[src/rtl/key_sel_counter.sv]
// Debounced up/down push-buttons stepping a 3-bit select index for the 3-8 decoder.
// Index 0 of each per-key vector is key_up, index 1 is key_down.
module key_sel_counter #(
  parameter logic [19:0] CNT_MAX  = 20'd999_999,
  parameter logic [2:0]  SEL_INIT = 3'd0
) (
  input  logic sys_clk,
  input  logic sys_rst,
  input  logic key_up,
  input  logic key_down,
  output logic in1,
  output logic in2,
  output logic in3,
  output logic sel_chg
);

  localparam int CW = $clog2(CNT_MAX);
  localparam logic [CW-1:0] CNT_LAST = CW'(CNT_MAX - 20'd1);

  logic [1:0]    keyRaw;
  logic [1:0]    syncA_q, syncA_d;
  logic [1:0]    syncB_q, syncB_d;
  logic [1:0]    stable_q, stable_d;
  logic [1:0]    press_q, press_d;
  logic [CW-1:0] cnt_q [2];
  logic [CW-1:0] cnt_d [2];
  logic [2:0]    sel_q, sel_d;
  logic          selChg_q, selChg_d;

  assign keyRaw = {key_down, key_up};

  // press_d flags the debounced 1->0 transition so the index steps on the following edge
  always_comb begin
    syncA_d  = keyRaw;
    syncB_d  = syncA_q;
    stable_d = stable_q;
    press_d  = 2'b00;
    cnt_d    = '{default: '0};
    for (int k = 0; k < 2; k++) begin
      if (syncB_q[k] != stable_q[k]) begin
        if (cnt_q[k] == CNT_LAST) begin
          stable_d[k] = syncB_q[k];
          press_d[k]  = ~syncB_q[k];
        end else begin
          cnt_d[k] = cnt_q[k] + CW'(1);
        end
      end
    end
  end

  always_comb begin
    sel_d    = sel_q;
    selChg_d = 1'b0;
    case (press_q)
      2'b01: begin
        sel_d    = sel_q + 3'd1;
        selChg_d = 1'b1;
      end
      2'b10: begin
        sel_d    = sel_q - 3'd1;
        selChg_d = 1'b1;
      end
      default: begin
        sel_d    = sel_q;
        selChg_d = 1'b0;
      end
    endcase
  end

  always_ff @(posedge sys_clk) begin
    if (sys_rst) begin
      syncA_q  <= 2'b11;
      syncB_q  <= 2'b11;
      stable_q <= 2'b11;
      press_q  <= 2'b00;
      cnt_q    <= '{default: '0};
      sel_q    <= SEL_INIT;
      selChg_q <= 1'b0;
    end else begin
      syncA_q  <= syncA_d;
      syncB_q  <= syncB_d;
      stable_q <= stable_d;
      press_q  <= press_d;
      cnt_q    <= cnt_d;
      sel_q    <= sel_d;
      selChg_q <= selChg_d;
    end
  end

  assign in1     = sel_q[2];
  assign in2     = sel_q[1];
  assign in3     = sel_q[0];
  assign sel_chg = selChg_q;

endmodule
[config.mk]
export PLATFORM = sky130hd
export DESIGN_NAME = key_sel_counter
export DESIGN_NICKNAME = d
export VERILOG_FILES = /design/src/rtl/key_sel_counter.sv
export SDC_FILE = /design/constraint.sdc
export NUM_CORES = 1
export LEC_CHECK = 0
export CAP_MARGIN = 20
export CORE_ASPECT_RATIO = 1.75
export CORE_MARGIN = 2
export CORE_UTILIZATION = 57
export CTS_BUF_LIST = sky130_fd_sc_hd__clkbuf_8
export DETAILED_ROUTE_END_ITERATION = 8
export PLACE_DENSITY = 0.78
export SKIP_LAST_GASP = 1
export SYNTH_ARGS = -nofsm -noshare
export SYNTH_HDL_FRONTEND = slang
export SYNTH_SLANG_ARGS = --single-unit
[constraint.sdc]
create_clock -name sys_clk -period 1.7 [get_ports sys_clk]
set_input_delay 0.51 -clock sys_clk [delete_from_list [all_inputs] [get_ports sys_clk]]
set_output_delay 0.51 -clock sys_clk [all_outputs]
set_load 0.02 [all_outputs]
==> results of run 1 <==
## cell families after synthesis
| family | count (synthesis) | synth area share, % |
|---|---|---|
| AO/OA/AOI/OAI | 24 | 5.66 |
| buffers and inverters | 22 | 3.91 |
| adder cells (fa/ha/maj) | 6 | 3.49 |
| XOR/XNOR | 31 | 11.5 |
| flip-flops | 52 | 44.0 |
| AND/OR/NAND/NOR | 133 | 31.5 |
## placed cells by master (no fill, tap or decap), types with 2 or more instances in the layout
master,n
a21oi_1,11
and4_1,6
buf_4,20
clkbuf_8,5
clkdlybuf4s50_1,3
dfxtp_1,39
dfxtp_2,9
dfxtp_4,4
dlygate4sd2_1,4
ha_1,4
inv_1,15
nand2_1,12
nand3_1,17
nand4_1,13
nand4b_1,2
nor2_1,40
nor3_1,8
nor4_1,7
o211ai_1,2
o21ai_0,8
o31ai_1,2
or2_2,4
or3_1,4
or3_2,2
or3_4,2
or4_1,3
xnor2_1,19
xor2_1,12
## state kept, by name, indices dropped and copies added, names as in the netlist
| register | flops |
|---|---|
| sel_chg | 1 |
| syncA_q | 2 |
| press_q | 2 |
| stable_q | 2 |
| syncB_q | 2 |
| sel_q | 3 |
| cnt_q | 40 |
## final cells by class
| cell class | count | area, µm² |
|---|---|---|
| clock buffer | 5 | 68.8 |
| fill | 335 | 1270 |
| timing repair buffer | 28 | 226 |
| sequential | 52 | 1070 |
| clock inverter | 3 | 21.3 |
| multi-input combinational | 194 | 1300 |
| tap | 49 | 61.3 |
| inverter | 15 | 56.3 |
## layer usage
| metal | up-vias | global-route usage [%] | share of wire, % |
|---|---|---|---|
| met5 | - | 0 | 0 |
| met4 | 0 | 12.8 | 5.8 |
| met3 | 30 | 4.35 | 2.9 |
| met2 | 52 | 45.5 | 56 |
| met1 | 968 | 21.1 | 36 |
| li1 | 998 | - | - |
## metrics by stage
step	setup WS, ns	TNS (ns)
detailed placement	-0.0337	-0.0337
global placement	0.0445	0
CTS	0.00122	0
floorplan	0.0186	0
global route	-0.00660	-0.0109
finish	0.0556	0
## repair_timing
| action | 4_1_cts | 5_1_grt |
|---|---|---|
| setup endpoints to repair | 25 | 41 |
| pin swaps | 0 | 2 |
| gates resized for setup | 8 | 25 |
## report_power, final
| part | internal [W] | switching [W] | leakage, nW |
|---|---|---|---|
| sequential | 0.00122 | 0.00000462 | 0.428 |
| combinational | 0.0000156 | 0.0000156 | 0.410 |
| clock | 0.000293 | 0.000418 | 0.0445 |
## worst paths after layout
kind / from / end / slack [ns] / cells past startpoint
setup / recovery: cnt_q[6] / cnt_q[19] / 0.06 / 4
hold / removal: syncA_q[1] / syncB_q[1] / 0.42 / 1
setup reg to reg: cnt_q[6] / cnt_q[19] / 0.06 / 4
hold reg to reg: syncA_q[1] / syncB_q[1] / 0.42 / 1
## worst max-delay path: cells and delay by family, from the launching register on
kind | cells | cell delay, ns
AOI/OAI and AO/OA | 1 | 0.15
and+or+nand+nor | 3 | 1.01
DFF | 1 | 0.43
==> results.toml, run 1 <==
[status]
status = "complete, no violations"

[yosys]
ys.flop_type = "dfxtp_1"
yosys.area.top_type = "dfxtp_1"
yosys-top-cells-area = "dfxtp_1 44%, xnor2_1 7.0%, nor2_1 6.3%, xor2_1 4.4%, nand3_1 3.8%"
synth_area_um2 = 2370
synthCells = 268
yosysMostFrequentCell = "dfxtp_1"
syn_area_per_cell_um2 = 8.83
ys_seq_area_share_pct = 44.0
synth_top_area_share_pct = 44.0
synth_common_cells = "52 x dfxtp_1, 40 x nor2_1, 19 x xnor2_1"
ys_warn_count = 0
synth-seq-cells = 52
synthDistinctLibCells = 35
syn_nets = 278
synth_edf_count = 0
ys_async_sr_fraction_pct = 0

[critical_path]
end_kind = "flop"
critPathMaxFanout = 6
crit_chain = "nand2_1 -> or3_4 -> or4_1 -> a21oi_1"
crit_path_max_incr_delay_ns = 0.47
worst_path_max_delay_cell = "or4_1"
start_kind = "flop"
cp.required_ns = 1.95
path_class = "reg -> reg"
worstPathArrival_ns = 1.89

[floorplanning]
dieArea_um2 = 4700
start_util_pct = 58.1
io_pins = 8
placementRows = 31
die_w_um = 52.7
die_h_um = 89.2
core-area_um2 = 4070

[worst_hold_path]
hold_path_class = "reg -> reg"

[power_and_ir_drop]
power_density_nw_per_um2 = 702
power.leakage_nw = 0.883
ir_worst_vdd_v = 0.000597
power_w = 0.00196

[place]
placed_area_um2 = 2620
dp_hpwl_mm = 3.67
place_congestion = 0.877
placed_cells = 338
port_buffers = 7

[finish]
final_cells = 346
fin_util_pct = 68.7
fin_area_um2 = 2800
final_nets = 306
area_delta_synth_final_pct = 18.2
insertedDiodeCount = 0
drive_above_1_share_pct = 21.5

[timing]
maxSlewViolCount = 0
period_minus_slack_ns = 1.64
fin_skew_ns = 0.0176
tightest_slew_ns = 0.524
hold_viol_final = 0
hold_ws_ns = 0.416
setup_viol = 0
fin_crit_sh_pct = 96.7
rsz0062_at_grt = "true"
fmax_ghz = 0.608
relSlewSlack_pct = 64.7

[cts]
ctsHtreeMaxLevel = 2
root_buffer = "clkbuf_8"
holdBufCountCts = 0
post_cts_buffers = 0
cts.clk_slew.worst_paths_ns = 0.10
ctsLongestPathBuffers = 2
numCtsBuffers = 5
clock_sinks = 52
insertion_delay_ns = 0.31
cts_tree = "built"

[global_route]
grt_pass1_wl_mm = 8.07
grt_max_degree = 21
antenna_found_initial = 0
gr-total-overflow = 0
grt_pass1_vias = 1920
grt_use_total_pct = 23.2

[drt]
wl_mm = 5.06
drc_errors = 0
ant_nets = 0
vias = 2048
routedWlPerCell_um = 14.6
via_per_inst = 5.92
drt_pass1_iterations = 4
drt-initial-drc-count = 56

[job]
cap_viol_max_count = 0
Power figures use the tool's default switching activity.
==> run 2, diff against run 1 <==
--- a/config.mk
+++ b/config.mk
@@ -6,12 +6,13 @@
 export NUM_CORES = 1
 export LEC_CHECK = 0
 export CAP_MARGIN = 20
-export CORE_ASPECT_RATIO = 1.75
+export CORE_ASPECT_RATIO = 0.75
 export CORE_MARGIN = 2
 export CORE_UTILIZATION = 57
 export CTS_BUF_LIST = sky130_fd_sc_hd__clkbuf_8
 export DETAILED_ROUTE_END_ITERATION = 8
 export PLACE_DENSITY = 0.78
+export SETUP_SLACK_MARGIN = 0.5
 export SKIP_LAST_GASP = 1
 export SYNTH_ARGS = -nofsm -noshare
 export SYNTH_HDL_FRONTEND = slang
==> constraint.sdc (replaced) <==
create_clock -name sys_clk -period 1.4 [get_ports sys_clk]
set_input_delay 0.42 -clock sys_clk [delete_from_list [all_inputs] [get_ports sys_clk]]
set_output_delay 0.42 -clock sys_clk [all_outputs]
set_load 0.02 [all_outputs]
==> results.toml, run 2 (synthesis results as in run 1) <==
[drt]
vias = 2488
routedWlPerCell_um = 19.9
ant_nets = 0
drt-initial-drc-count = 296
drt_pass1_iterations = 5
via_per_inst = 6.30
drc_errors = 0
wl_mm = 7.84

[cts]
holdBufCountCts = 0
clock_sinks = 52
ctsHtreeMaxLevel = 2
cts_tree = "built"
ctsLongestPathBuffers = 2
root_buffer = "clkbuf_8"
numCtsBuffers = 5
insertion_delay_ns = 0.32
cts.clk_slew.worst_paths_ns = 0.10

[global_route]
grt_max_degree = 17
grt_pass1_wl_mm = 10.5
gr-total-overflow = 0
antenna_found_initial = 0
grt_use_total_pct = 29.7
grt_pass1_vias = 2215

[timing]
tightest_slew_ns = 0.391
fin_crit_sh_pct = 124
fmax_ghz = 0.574
maxSlewViolCount = 0
period_minus_slack_ns = 1.74
hold_viol_final = 0
fin_skew_ns = 0.0112
rsz0062_at_grt = "true"
setup_viol = 43
relSlewSlack_pct = 73.7
worst_slack_ns = -0.342

[floorplanning]
core-area_um2 = 4030
dieArea_um2 = 4690
io_pins = 8
die_w_um = 78.4
die_h_um = 59.8
placementRows = 20
start_util_pct = 58.7

[place]
placed_cells = 376
dp_hpwl_mm = 4.03
placed_area_um2 = 3030
place_congestion = 0.832
dp_worst_setup_slack_ns = -0.173
port_buffers = 7

[finish]
fillers = 176
final_cells = 395
top_regs = "cnt_q x40, sel_q x3"
insertedDiodeCount = 0
final_nets = 349
fin_util_pct = 86.9
layout_common_cells = "55 x buf_4, 21 x dfxtp_1, 19 x xnor2_1, 19 x nor2_1, 19 x dfxtp_2"
fin_area_um2 = 3500
layout_commonest_cell = "buf_4"
largest_reg_flops = 40
drive_above_1_share_pct = 53.5
top_register = "cnt_q"
area_delta_synth_final_pct = 48.0

[critical_path]
critPathMaxFanout = 6
crit_path_max_incr_delay_ns = 0.37
path_class = "reg -> reg"
cp.required_ns = 1.61
crit_buf_inv = 2
end_kind = "flop"
crit_chain = "nor4_2 -> nand4_1 -> o211ai_1 -> buf_4 -> buf_6 -> nor2_1"
worstPathArrival_ns = 1.95
crit_family = "simple AND/OR/NAND/NOR gates"
start_kind = "flop"
worst_path_max_delay_cell = "dfxtp_1"

[power_and_ir_drop]
seqPwrFrac_pct = 56.5
p_int_w = 0.00203
ir_worst_vdd_v = 0.000806
pwr-share-clk_pct = 40.4
power_density_nw_per_um2 = 742
pwr-share-comb_pct = 3.1
power.switching_fraction_pct = 21.8
power.leakage_nw = 1.15
p_sw_w = 0.000565

[status]
failed_checks = "negative setup slack"
status = "finished with violations"

[job]
cap_viol_max_count = 0

[worst_hold_path]
hold_path_class = "reg -> reg"
-- run 2: layout make-up --
cell class	instances	area, µm²	share of cell area, %
multi-input cells	194	1570	44.8
flip-flops and latches	52	1110	31.7
repair buffers	71	586	16.7
clock buffers	5	68.8	1.96
well taps	55	68.8	1.96
inverters	15	58.8	1.68
clock inverters	3	42.5	1.21
-- run 2: per-stage QoR --
step | hold WS (ns) | power [W] | TNS, ns
final | 0.443 | 0.00260 | -13.02
after global routing | 0.450 | 0.00267 | -13.68
after CTS | 0.439 | 0.00258 | -5.41
after detailed placement | 0.415 | 0.00156 | -5.81
after global placement | 0.418 | 0.00156 | -4.30
after floorplan | 0.406 | 0.00155 | -0.582
-- run 2: worst paths after layout --
path | startpoint | end | slack, ns | cells after the start
worst max-delay path | cnt_q[35] | cnt_q[24] | -0.34 | 6
worst min-delay path | syncA_q[0] | syncB_q[0] | 0.44 | 1
worst max register to register | cnt_q[35] | cnt_q[24] | -0.34 | 6
worst min register to register | syncA_q[0] | syncB_q[0] | 0.44 | 1
-- run 2: layer usage --
metal | part of all wire, % | wire length (µm) | vias to the layer above | GRT usage (%)
met1 | 40 | 3100 | 1184 | 36.7
met4 | 4.7 | 370 | 0 | 11.3
li1 | - | - | 1086 | -
met3 | 7.9 | 620 | 52 | 6.50
met2 | 48 | 3750 | 166 | 51.8
met5 | 0 | 0 | - | 0
-- run 2: power groups by stage --
stage / combinational, W / clock [W] / sequential [W]
after floorplan: 0.0000331 / 0 / 0.00151
after global placement: 0.0000472 / 0 / 0.00151
after detailed placement: 0.0000488 / 0 / 0.00151
after CTS: 0.0000667 / 0.00104 / 0.00147
after global routing: 0.0000832 / 0.00111 / 0.00147
final: 0.0000801 / 0.00105 / 0.00147
-- run 2: timing repair --
action	4_1_cts	5_1_grt
hold endpoints to repair	0	0
cloned	5	0
gates resized for setup	58	52
setup buffers	5	1
endpoints found under the setup margin	56	51
pin swaps	9	22
